**config.mk**
```make
export PLATFORM = sky130hd
export DESIGN_NAME = lamp_pwm_driver_flat
export DESIGN_NICKNAME = d
export VERILOG_FILES = /design/src/rtl/lamp_pwm_driver_if.sv /design/src/rtl/lamp_pwm_driver.sv /design/src/flat_wrapper.sv
export SDC_FILE = /design/constraint.sdc
export NUM_CORES = 1
export LEC_CHECK = 0
export CAP_MARGIN = 20
export CORE_AREA = 4 4 71 57
export CTS_CLUSTER_DIAMETER = 80
export DETAILED_ROUTE_END_ITERATION = 8
export DIE_AREA = 0 0 75 61
export GPL_ROUTABILITY_DRIVEN = 0
export HOLD_SLACK_MARGIN = 0.12
export PLACE_DENSITY = 0.93
export SLEW_MARGIN = 15
export SYNTH_ARGS = -nofsm -noshare
export SYNTH_HDL_FRONTEND = slang
export SYNTH_SLANG_ARGS = --single-unit
```
**constraint.sdc**
```tcl
create_clock -name clk -period 5 [get_ports clk]
set_input_delay 0.75 -clock clk [delete_from_list [all_inputs] [get_ports clk]]
set_output_delay 0.75 -clock clk [all_outputs]
set_load 0.01 [all_outputs]
```
**src/rtl/lamp_pwm_driver_if.sv**
```systemverilog
// Brightness-code bundle between the lamp FSM (master) and the PWM driver (slave).
// Carries enable, six 2-bit codes, and the LED/frame-start outputs back.
interface lamp_pwm_driver_if;
    logic       en;
    logic [1:0] LDC;
    logic [1:0] LDB;
    logic [1:0] LDA;
    logic [1:0] RDA;
    logic [1:0] RDB;
    logic [1:0] RDC;
    logic [5:0] led;
    logic       frame_start;

    modport master (
        output en, LDC, LDB, LDA, RDA, RDB, RDC,
        input  led, frame_start
    );

    modport slave (
        input  en, LDC, LDB, LDA, RDA, RDB, RDC,
        output led, frame_start
    );
endinterface

```
**src/rtl/lamp_pwm_driver.sv**
```systemverilog
// Six-channel tail-lamp PWM: 4-slot frames, codes latched into shadows only at frame wrap.
// Latency: led registered one cycle after phase/shadow; no backpressure. Optional LAMP_FADE_EN steps shadows by one code per frame.
module lamp_pwm_driver #(
    parameter int CLK_DIV = 25000
) (
    input  logic               clk,
    input  logic               rst_n,
    lamp_pwm_driver_if.slave   bus
);

    localparam int              PW        = (CLK_DIV > 1) ? $clog2(CLK_DIV) : 1;
    localparam logic [PW-1:0]   PRESC_MAX = PW'(CLK_DIV - 1);

    logic [PW-1:0] r_presc;
    logic [1:0]    r_phase;
    logic [1:0]    r_shadow [6];
    logic [5:0]    r_led;
    logic          r_frame_start;

    logic [1:0]    w_code       [6];
    logic [1:0]    w_shadow_nxt [6];
    logic [5:0]    w_led_nxt;
    logic          w_tick;
    logic          w_wrap;

    assign w_code[5] = bus.LDC;
    assign w_code[4] = bus.LDB;
    assign w_code[3] = bus.LDA;
    assign w_code[2] = bus.RDA;
    assign w_code[1] = bus.RDB;
    assign w_code[0] = bus.RDC;

    assign w_tick = (r_presc == PRESC_MAX);
    assign w_wrap = w_tick && (r_phase == 2'd3);

    // Number of lit slots out of four for a brightness code.
    function automatic logic [2:0] slots(input logic [1:0] code);
        case (code)
            2'b00:   slots = 3'd0;
            2'b01:   slots = 3'd2;
            2'b10:   slots = 3'd3;
            default: slots = 3'd4;
        endcase
    endfunction

    always_comb begin
        for (int i = 0; i < 6; i++) begin
            w_led_nxt[i]    = bus.en && ({1'b0, r_phase} < slots(r_shadow[i]));
            w_shadow_nxt[i] = r_shadow[i];
`ifdef LAMP_FADE_EN
            if (!bus.en) begin
                w_shadow_nxt[i] = 2'b00;
            end else if (w_wrap) begin
                if (w_code[i] > r_shadow[i])
                    w_shadow_nxt[i] = r_shadow[i] + 2'd1;
                else if (w_code[i] < r_shadow[i])
                    w_shadow_nxt[i] = r_shadow[i] - 2'd1;
            end
`else
            if (!bus.en || w_wrap)
                w_shadow_nxt[i] = w_code[i];
`endif
        end
    end

    always_ff @(posedge clk or negedge rst_n) begin
        if (!rst_n) begin
            r_presc       <= '0;
            r_phase       <= 2'd0;
            r_led         <= 6'd0;
            r_frame_start <= 1'b0;
            for (int i = 0; i < 6; i++)
                r_shadow[i] <= 2'b00;
        end else begin
            r_led         <= w_led_nxt;
            r_frame_start <= bus.en && w_wrap;
            for (int i = 0; i < 6; i++)
                r_shadow[i] <= w_shadow_nxt[i];
            // Disabled: hold the frame at its start so re-enable begins at phase 0.
            if (!bus.en) begin
                r_presc <= '0;
                r_phase <= 2'd0;
            end else if (w_tick) begin
                r_presc <= '0;
                r_phase <= r_phase + 2'd1;
            end else begin
                r_presc <= r_presc + PW'(1);
            end
        end
    end

    assign bus.led         = r_led;
    assign bus.frame_start = r_frame_start;

endmodule

```
**src/flat_wrapper.sv**
```systemverilog
// flat-port wrapper written by rule: the top's interface ports become plain ports
module lamp_pwm_driver_flat 
#(
    parameter int CLK_DIV = 25000
)
  (clk, rst_n, bus_en, bus_LDC, bus_LDB, bus_LDA, bus_RDA, bus_RDB, bus_RDC, bus_led, bus_frame_start);
  lamp_pwm_driver_if bus_i ();
  input  logic clk;
  input  logic rst_n;
  input wire logic [$bits(bus_i.en)-1:0] bus_en;
  input wire logic [$bits(bus_i.LDC)-1:0] bus_LDC;
  input wire logic [$bits(bus_i.LDB)-1:0] bus_LDB;
  input wire logic [$bits(bus_i.LDA)-1:0] bus_LDA;
  input wire logic [$bits(bus_i.RDA)-1:0] bus_RDA;
  input wire logic [$bits(bus_i.RDB)-1:0] bus_RDB;
  input wire logic [$bits(bus_i.RDC)-1:0] bus_RDC;
  output wire logic [$bits(bus_i.led)-1:0] bus_led;
  output wire logic [$bits(bus_i.frame_start)-1:0] bus_frame_start;
  assign bus_i.en = bus_en;
  assign bus_i.LDC = bus_LDC;
  assign bus_i.LDB = bus_LDB;
  assign bus_i.LDA = bus_LDA;
  assign bus_i.RDA = bus_RDA;
  assign bus_i.RDB = bus_RDB;
  assign bus_i.RDC = bus_RDC;
  assign bus_led = bus_i.led;
  assign bus_frame_start = bus_i.frame_start;
  lamp_pwm_driver #(.CLK_DIV(CLK_DIV)) u_core (.clk(clk), .rst_n(rst_n), .bus(bus_i));
endmodule
```
Word level (Yosys, flattened, before mapping)
Cells that the tools add are included.

cells by class
  order comparisons = 6
  $add $sub $neg = 2
  multipliers = 0
  bitwise operators = 0
  reduce and logical (&&, ||, !) cells = 16
  multiplexer cells = 10
  eq/ne operators = 15
  divide/modulo/power cells = 0
  shift operators = 0

operators by type and width
  operator                                                                count
  3-bit case mux with 3 select lines                                      6
  15-bit 2-to-1 mux                                                       2
  2-bit by 3-bit < comparator with 1-bit output                           6
  15-bit by 1-bit adder with 15-bit output (second input constant)        1
  15-bit equality test (second input constant)                            1
  2-bit equality test (second input constant)                             7
  2-bit by 1-bit equality test with 1-bit output (second input constant)  6
  2-bit logical NOT                                                       6
  1-bit logical AND                                                       8
  2-bit 2-to-1 mux                                                        2
  2-bit by 1-bit adder with 2-bit output (second input constant)          1
  2-bit by 1-bit != test with 1-bit output (second input constant)        1
  1-bit logical NOT                                                       1
  1-bit logical OR                                                        1

storage, ports and cells
  flip-flop bits (word level) = 36
  memories = 0
  word-level logic and storage cells = 59
  RAM bits = 0
  ROM bits = 0
  bits in latches = 0
  bits of input ports = 15

Longest topological paths before layout
Gate-level depths: netlist of run 1.

  depth in word-level cells = 4
  mapped depth = 6
  gate-level depth less buffers = 5

Worst setup path before layout of run 1
OpenSTA, ideal clock, no wires.

  path type = reg-to-reg
  from = register u_core.r_presc[0]
  to = register u_core.r_shadow[0] (netlist name)
  period minus slack after synthesis = 1.800 ns
  data arrival time = 1.675 ns
  buffers on the path = 1
  cell stages (with the launch flop) = 7
  setup slack = 3.200 ns
  path through = dfrtp_1 ha_1 and4_1 nand4_4 o21ai_4 buf_12 mux2_4

between the ends
  cells in the longest elaborated chain, start to end = 3

ends and longest elaborated chain
  item                             RTL line               source
  from (decl)                      lamp_pwm_driver.sv:14  logic [PW-1:0] r_presc;
  from (signal assigned)           lamp_pwm_driver.sv:87  r_presc <= r_presc + PW'(1);
  15-bit equality test             lamp_pwm_driver.sv:33  assign w_tick = (r_presc == PRESC_MAX);
  1-bit logical AND                lamp_pwm_driver.sv:34  assign w_wrap = w_tick && (r_phase == 2'd3);
  1-bit logical OR                 lamp_pwm_driver.sv:60  if (!bus.en || w_wrap)
  to (signal, indexed assignment)  lamp_pwm_driver.sv:78  r_shadow[i] <= w_shadow_nxt[i];
  to (decl)                        lamp_pwm_driver.sv:16  logic [1:0] r_shadow [6];

Every way passes these cells.
A chain may end at the register's enable or synchronous reset.

Worst setup path after layout of run 1
  from = register u_core.r_presc[0]
  to = register u_core.r_shadow[9] (netlist name)

The elaborated chain is that of the path after synthesis.

==> metrics.cfg, run 1 <==
[timing]
worst_pin_slew_ps = 542
skew_ps = 9.80
hold_viol_final = 0
setup_viol = 0
relSlewSlack_pct = 63.7
setup_tns_ps = 0
period_share_pct = 43.7
grt_setup_unrepaired = false
max_freq_mhz = 458
setup_ws_ps = 2820
slew_violations = 0
period_minus_slack_ps = 2180

[grt]
antenna_found_initial = 0
grt_usage_pct = 18.4
grt_pass1_vias = 1423
overflow = 0
grt_pass1_wl_um = 6200
grt_max_degree = 37

[place]
io_buffer_count = 21
dp.final_hpwl_um = 2580
pre_cts_slack_ps = 2740
place_area_um2 = 2160

[clocking]
holdBufCountCts = 0
cts_resized = 0
root_buffer = clkbuf_8
cts_num_sinks = 36
clk_pin_slew_ps = 70
clockBufferDepth = 2
cts_buffers = 5
cts_tree = done
clkLatencyLatePin_ps = 290
h-tree-depth = 2
post_cts_buffers = 0

[setup_path]
reg2reg_to = u_core.r_shadow[9]$_DFFE_PN0P_
cp.depth = 5
reg2reg_depth = 5
critPathCapture = u_core.r_shadow[9]$_DFFE_PN0P_
startpoint_type = register
path_max_fanout = 12
worstPathRequired_ps = 5180
worstPathArrival_ps = 2360
crit_slowest_cell = o21ai_4
endpoint_kind = register
worstSetupStartpoint = u_core.r_presc[0]$_DFF_PN0_
cp_top_family = compound AO/OA/AOI/OAI gates
cpPeakStageDelay_ps = 490
critPathBufInv = 0
cp_cell_sequence = ha_1, and4_1, nand4_4, o21ai_4, mux2_2
worstReg2RegStart = u_core.r_presc[0]$_DFF_PN0_
reg2reg_slack_ps = 2820
crit_type = reg2reg

[logic_synthesis]
synth_area_um2 = 1920
async_reset_ff_share_pct = 100
ys.flop_type = dfrtp_1
syn-num-nets = 196
synth_area_leaders = dfrtp_1 (47%), ha_1 (13%), mux2_4 (7.8%), xnor2_1 (5.5%), nor2_1 (3.5%)
synth_cell_types = 31
yosys_register_bits = 36
synth.avg_cell_area_um2 = 11.9
synth_warnings = 0
netlist_top_cells_count = dfrtp_1 (36), ha_1 (20), nor2_1 (18), xnor2_1 (12), mux2_4 (10)
synthMostInstantiatedCell = dfrtp_1
synth_edf_count = 0
synth.top_cell.area_share_pct = 46.8
synthCells = 161
synth_area_leader_cell = dfrtp_1
ys_seq_area_share_pct = 46.8

[routing]
via_per_inst = 5.57
drtAntennaViolNets = 0
drc = 0
wire_per_inst_um = 15.6
drtIter0Drc = 87
num_vias = 1271
wl_um = 3560
drt_pass1_iterations = 4

[layout]
nets = 222
areaGrowthSynthToFinish_pct = 17.2
drive_gt1_share_pct = 14.9
antenna_cells = 0
final_cell_area_um2 = 2250

[floorplanning]
num_io_pins = 22
initial_core_util_pct = 58.9
dieArea_um2 = 4580
core_area_um2 = 3270
die_width_um = 75
die_y_um = 61
rows = 18

[power_and_ir_drop]
leakagePower_uw = 0.00102
ir_drop_v = 0.000186
power.density_nw_per_um2 = 280

[min_path]
hold_class = reg2reg

[run_status]
outcome = finished, final reports clean

[run]
drv_cap = 0

## stage by stage
stage	util (%)	hold WS (ps)	power (uW)	cells
after global routing	69.0	580	660	228
after global placement	66.2	507	416	220
final	69.0	555	631	228
after CTS	69.0	544	637	228
after detailed placement	66.2	526	424	220
after floorplan	-	454	380	161
## state kept, by name, indices dropped and copies added (netlist names)
name and flops:
u_core.r_presc 15, u_core.r_shadow 12, u_core.bus.led 6, u_core.r_phase 2, u_core.bus.frame_start 1
## cells in the final DEF (no fill, tap or decap), drive strengths merged
cell type	netlist	final
nor4	3	3
clkinv	0	2
nand3	6	6
nor2	18	18
inv	9	9
o21ai	1	1
nand2b	6	6
mux2	12	12
o21a	6	6
and3	2	2
ha	20	20
clkdlybuf4s50	0	21
and4	2	2
mux2i	1	1
a21oi	6	6
nand2	5	5
and2	1	1
clkbuf	1	6
xor2	2	2
dfrtp	36	36
and4bb	1	1
xnor2	12	12
nor2b	1	1
nor3	4	4
nor4b	1	1
buf	2	1
nand4	3	3
## area by class of cell
class / count / area (um2)
fillers: 216 / 1010
inverters: 9 / 33.8
repair buffers: 22 / 218
well taps: 40 / 50.0
clock inverters: 2 / 10.0
clock buffers: 6 / 82.6
multi-input cells: 113 / 960
flip-flops and latches: 36 / 901
## power breakdown
group / total [uW] / internal (uW) / switching [uW] / leakage (uW)
Clock: 211 / 110 / 102 / 0.0000510
Sequential: 324 / 309 / 14.3 / 0.000463
Combinational: 95.6 / 55.3 / 40.3 / 0.000508
## metal layers
layer / track usage, % / wire (um) / vias up / part of all wire (%)
met5: 0 / 0 / - / 0
met4: 12.7 / 82 / 0 / 2.3
met3: 5.79 / 158 / 7 / 4.4
met2: 28.4 / 1730 / 32 / 48
met1: 22.1 / 1590 / 632 / 45
li1: - / - / 600 / -
## kinds of logic (layout without fill, tap and decap cells)
family / Yosys count / count (layout) / share of synthesized area [%]
compound gates: 13 / 13 / 4.75
xor+xnor: 14 / 14 / 6.38
fa+ha+maj: 20 / 20 / 13.0
buf+inv: 12 / 39 / 3.25
flops: 36 / 36 / 46.8
mux: 13 / 13 / 9.50
simple gates: 53 / 53 / 16.3
## worst register-to-register path: stages, from the launching register on
cell and delay [ps]:
dfrtp_1 440, ha_1 290, and4_1 290, nand4_4 170, o21ai_4 490, mux2_2 390
## how the worst min path moves through the flow
| stage | end | start | slack, ps | cells past startpoint |
|---|---|---|---|---|
| 2_1_floorplan | u_core.bus.frame_start$_DFF_PN0_ | rst_n | 450 | 0 |
| 3_3_place_gp | u_core.r_presc[0]$_DFF_PN0_ | u_core.r_presc[0]$_DFF_PN0_ | 510 | 1 |
| 3_5_place_dp | u_core.r_presc[0]$_DFF_PN0_ | u_core.r_presc[0]$_DFF_PN0_ | 530 | 1 |
| 4_1_cts | u_core.r_presc[0]$_DFF_PN0_ | u_core.r_presc[0]$_DFF_PN0_ | 540 | 1 |
| 5_1_grt | u_core.r_shadow[0]$_DFFE_PN0P_ | u_core.r_shadow[0]$_DFFE_PN0P_ | 580 | 1 |
| 6_report | u_core.r_shadow[0]$_DFFE_PN0P_ | u_core.r_shadow[0]$_DFFE_PN0P_ | 560 | 1 |
(Power assumes the default switching activity.)
==> run 2: changes to the inputs <==
Settings changed: CORE_AREA 4 4 71 57 to 4 4 74 59, DIE_AREA 0 0 75 61 to 0 0 78 63, PLACE_DENSITY 0.93 to 0.88.
Clock period 5 ns to 2.17 ns, I/O delays scaled along.
==> metrics.cfg, run 2 (synthesis gave the netlist of run 1 again) <==
[timing]
worst_pin_slew_ps = 463
max_freq_mhz = 516
setup_ws_ps = 234
grt_setup_unrepaired = false
setup_tns_ps = 0
period_minus_slack_ps = 1940
slew_violations = 0
period_share_pct = 89.2
setup_viol = 0
relSlewSlack_pct = 69.0
hold_viol_final = 0
skew_ps = 4.24

[layout]
finalNonFillerCells = 242
antenna_cells = 0
areaGrowthSynthToFinish_pct = 19.3
final_cell_area_um2 = 2290
final_cell_mix = dfrtp_1 (36), clkdlybuf4s50_1 (21), ha_1 (20), nor2_1 (18), xnor2_1 (12)
nets = 224
largest_reg_flops = 15
drive_gt1_share_pct = 14.7
largest-register = u_core.r_presc
layout_commonest_cell = dfrtp_1

[routing]
drt_pass1_iterations = 4
drc = 0
via_per_inst = 4.86
wl_um = 3140
drtAntennaViolNets = 0
wire_per_inst_um = 13.0
num_vias = 1175
drtIter0Drc = 77

[clocking]
cts_tree = done
clockBufferDepth = 2
cts_buffers = 5
root_buffer = clkbuf_8
cts_num_sinks = 36
holdBufCountCts = 0
clkLatencyLatePin_ps = 280
cts_resized = 0
post_cts_buffers = 0
clk_pin_slew_ps = 60
h-tree-depth = 2

[place]
place_inst = 234
pre_cts_slack_ps = 246
io_buffer_count = 21
place_area_um2 = 2200
dp.final_hpwl_um = 2350

[setup_path]
worstPathRequired_ps = 2340
endpoint_kind = register
startpoint_type = register
path_max_fanout = 12
worstPathArrival_ps = 2100
crit_type = reg2reg

[grt]
grt_pass1_vias = 1201
overflow = 0
antenna_found_initial = 0
grt_usage_pct = 14.8
grt_pass1_wl_um = 5620
grt_max_degree = 37

[floorplanning]
initial_core_util_pct = 53.6
die_y_um = 63
die_width_um = 78
num_io_pins = 22
dieArea_um2 = 4910
rows = 19
core_area_um2 = 3590

[power_and_ir_drop]
clkPwrFrac_pct = 32.9
ir_drop_v = 0.000390
power.density_nw_per_um2 = 625
p_sw_uw = 332
swShare_pct = 23.2
seqPwrFrac_pct = 51.9
combPwrFrac_pct = 15.2
p_int_uw = 1100
leakagePower_uw = 0.00103

[min_path]
hold_class = in2async

[run_status]
outcome = finished, final reports clean

[run]
drv_cap = 0

==> run 2: area by class of cell <==
type                            instances  area (um2)
Fill cell                             272        1290
Multi-Input combinational cell        113         960
Sequential cell                        36         901
Timing Repair Buffer                   24         245
Clock buffer                            8        90.1
Tap cell                               52        65.1
Inverter                                9        33.8
==> run 2: power by group through the flow <==
stage | Clock [uW] | Combinational (uW) | Sequential [uW]
2_1_floorplan | 0 | 120 | 756
3_3_place_gp | 0 | 213 | 754
3_5_place_dp | 0 | 222 | 756
4_1_cts | 485 | 224 | 744
5_1_grt | 507 | 248 | 750
6_report | 471 | 218 | 744
==> run 2: through the flow <==
| stage | hold WS (ps) | total power, uW | util (%) |
|---|---|---|---|
| 2_1_floorplan | 29.9 | 877 | - |
| 3_3_place_gp | 490 | 967 | 61.4 |
| 3_5_place_dp | 512 | 978 | 61.4 |
| 4_1_cts | 463 | 1450 | 63.9 |
| 5_1_grt | 512 | 1500 | 63.9 |
| 6_report | 458 | 1430 | 63.9 |
==> run 2: path summary, 6_finish.rpt <==
path	start	to	slack, ps	cells after the start
worst min register to register	u_core.r_presc[0]$_DFF_PN0_	u_core.r_presc[0]$_DFF_PN0_	520	1
max in group asynchronous	rst_n	u_core.bus.led[4]$_DFF_PN0_	1410	2
min in group clk	u_core.r_presc[0]$_DFF_PN0_	u_core.r_presc[0]$_DFF_PN0_	520	1
worst max-delay path	u_core.r_presc[0]$_DFF_PN0_	u_core.r_shadow[11]$_DFFE_PN0P_	230	6
worst max register to register	u_core.r_presc[0]$_DFF_PN0_	u_core.r_shadow[11]$_DFFE_PN0P_	230	6
worst min-delay path	rst_n	u_core.bus.led[1]$_DFF_PN0_	460	2
==> run 2: worst max-delay path, cell delays in order, from the launching register on <==
cell and delay [ps]:
dfrtp_1 410, ha_1 280, and4_1 280, nand4_4 170, o21ai_4 180, buf_12 170, mux2_2 330
==> run 2: routing by layer <==
| layer | wire length (um) | vias up | track usage [%] | share of wire (%) |
|---|---|---|---|---|
| met5 | 0 | - | 0 | 0 |
| met4 | 61 | 0 | 6.55 | 1.9 |
| met3 | 100 | 5 | 4.18 | 3.2 |
| met2 | 1350 | 16 | 22.1 | 43 |
| met1 | 1630 | 549 | 20.0 | 52 |
| li1 | - | 605 | - | - |
==> run 3: changes to the inputs <==
Settings changed: CORE_AREA 4 4 74 59 to 5 5 75 60, DIE_AREA 0 0 78 63 to 0 0 80 65.
==> metrics.cfg, run 3 (synthesis gave the netlist of run 1 again) <==
[routing]
drc = 0
via_per_inst = 4.86
wire_per_inst_um = 13.0
num_vias = 1196
drtIter0Drc = 55
wl_um = 3190
drtAntennaViolNets = 0
drt_pass1_iterations = 6

[timing]
hold_viol_final = 0
setup_tns_ps = 0
setup_viol = 0
period_minus_slack_ps = 1930
setup_ws_ps = 244
skew_ps = 7.76
grt_setup_unrepaired = false
relSlewSlack_pct = 67.2
slew_violations = 0
worst_pin_slew_ps = 491
period_share_pct = 88.7
max_freq_mhz = 519
timing.hold.ws_ps = 445

[clocking]
root_buffer = clkbuf_8
cts_resized = 0
h-tree-depth = 2
cts_num_sinks = 36
cts_tree = done
clkLatencyLatePin_ps = 290
cts_buffers = 5
holdBufCountCts = 0
post_cts_buffers = 0
clk_pin_slew_ps = 70
clockBufferDepth = 2

[setup_path]
path_max_fanout = 6
crit_type = reg2reg
critPathBufInv = 1
endpoint_kind = register
cp_top_family = simple AND/OR/NAND/NOR gates
crit_slowest_cell = dfrtp_1
startpoint_type = register
worstPathRequired_ps = 2350
cp_cell_sequence = ha_1, and4_1, nand4_4, o21ai_4, buf_4, mux2_2
reg2reg_slack_ps = 240
worstPathArrival_ps = 2100
cpPeakStageDelay_ps = 420

[layout]
areaGrowthSynthToFinish_pct = 20.4
nets = 225
multi_input_area_um2 = 960
fillerInstances = 316
seq_area_um2 = 901
final_cell_mix = dfrtp_1 (36), clkdlybuf4s50_1 (21), ha_1 (20), nor2_1 (18), xnor2_1 (12)
largest_reg_flops = 15
largest-register = u_core.r_presc
layout_commonest_cell = dfrtp_1
antenna_cells = 0
drive_gt1_share_pct = 16.2

[floorplanning]
initial_core_util_pct = 50.6
num_io_pins = 22
die_y_um = 65
rows = 20
core_area_um2 = 3800
die_width_um = 80
dieArea_um2 = 5200

[min_path]
hold_class = in2async

[run_status]
outcome = finished, final reports clean

[grt]
grt_pass1_wl_um = 5670
grt_usage_pct = 14.6
antenna_found_initial = 0
grt_pass1_vias = 1236
overflow = 0
grt_max_degree = 37

[run]
drv_cap = 0

[power_and_ir_drop]
leakagePower_uw = 0.00104
report.power.total_uw = 1540
ir_drop_v = 0.000476
power.density_nw_per_um2 = 666

[place]
dp.final_hpwl_um = 2360
io_buffer_count = 21
pre_cts_slack_ps = 244

[run 3: path summary, 6_finish.rpt]
kind | start | end | cells after the start
worst max-delay path | u_core.r_presc[0]$_DFF_PN0_ | u_core.r_shadow[11]$_DFFE_PN0P_ | 6
min in group clk | u_core.r_presc[0]$_DFF_PN0_ | u_core.r_presc[0]$_DFF_PN0_ | 1
worst min-delay path | rst_n | u_core.bus.led[1]$_DFF_PN0_ | 2
max in group asynchronous | rst_n | u_core.r_presc[4]$_DFF_PN0_ | 2
worst min register to register | u_core.r_presc[0]$_DFF_PN0_ | u_core.r_presc[0]$_DFF_PN0_ | 1
worst max register to register | u_core.r_presc[0]$_DFF_PN0_ | u_core.r_shadow[11]$_DFFE_PN0P_ | 6
[run 3: area by class of cell]
| cell class | count | area share [%] |
|---|---|---|
| clock buffers | 5 | 2.97 |
| clock inverters | 3 | 1.84 |
| inverters | 9 | 1.46 |
| multi-input cells | 113 | 41.5 |
| flip-flops and latches | 36 | 38.9 |
| well taps | 55 | 2.97 |
| repair buffers | 25 | 10.4 |
[run 3: per-layer routing]
metal	GRT usage [%]	part of all wire, %	up-vias
met2	22.3	46	20
li1	-	-	606
met3	5.83	3.4	4
met5	0	0	-
met4	6.12	1.4	0
met1	18.3	49	566
[run 3: stage by stage]
| stage | std cells | util [%] | cell area (um2) |
|---|---|---|---|
| finish | 246 | 60.9 | 2310 |
| global route | 246 | 60.9 | 2310 |
| CTS | 246 | 60.9 | 2310 |
| detailed placement | 238 | 57.9 | 2200 |
| global placement | 238 | 57.9 | 2200 |
| floorplan | 161 | - | 1920 |
[run 3: report_power, final]
group / switching [uW] / internal [uW] / total (uW) / leakage (uW)
sequential: 30.2 / 712 / 742 / 0.000463
clock: 242 / 340 / 582 / 0.0000541
combinational: 88.3 / 129 / 218 / 0.000523
total: 360 / 1180 / 1540 / 0.00104
[run 3: worst register-to-register path, delay by kind of cell, from the launching register on]
kind,cells,cell delay (ps)
AO/OA/AOI/OAI,1,170
adder cells (fa/ha/maj),1,260
buffers and inverters,1,180
flip-flops,1,420
multiplexers,1,340
AND/OR/NAND/NOR,2,450
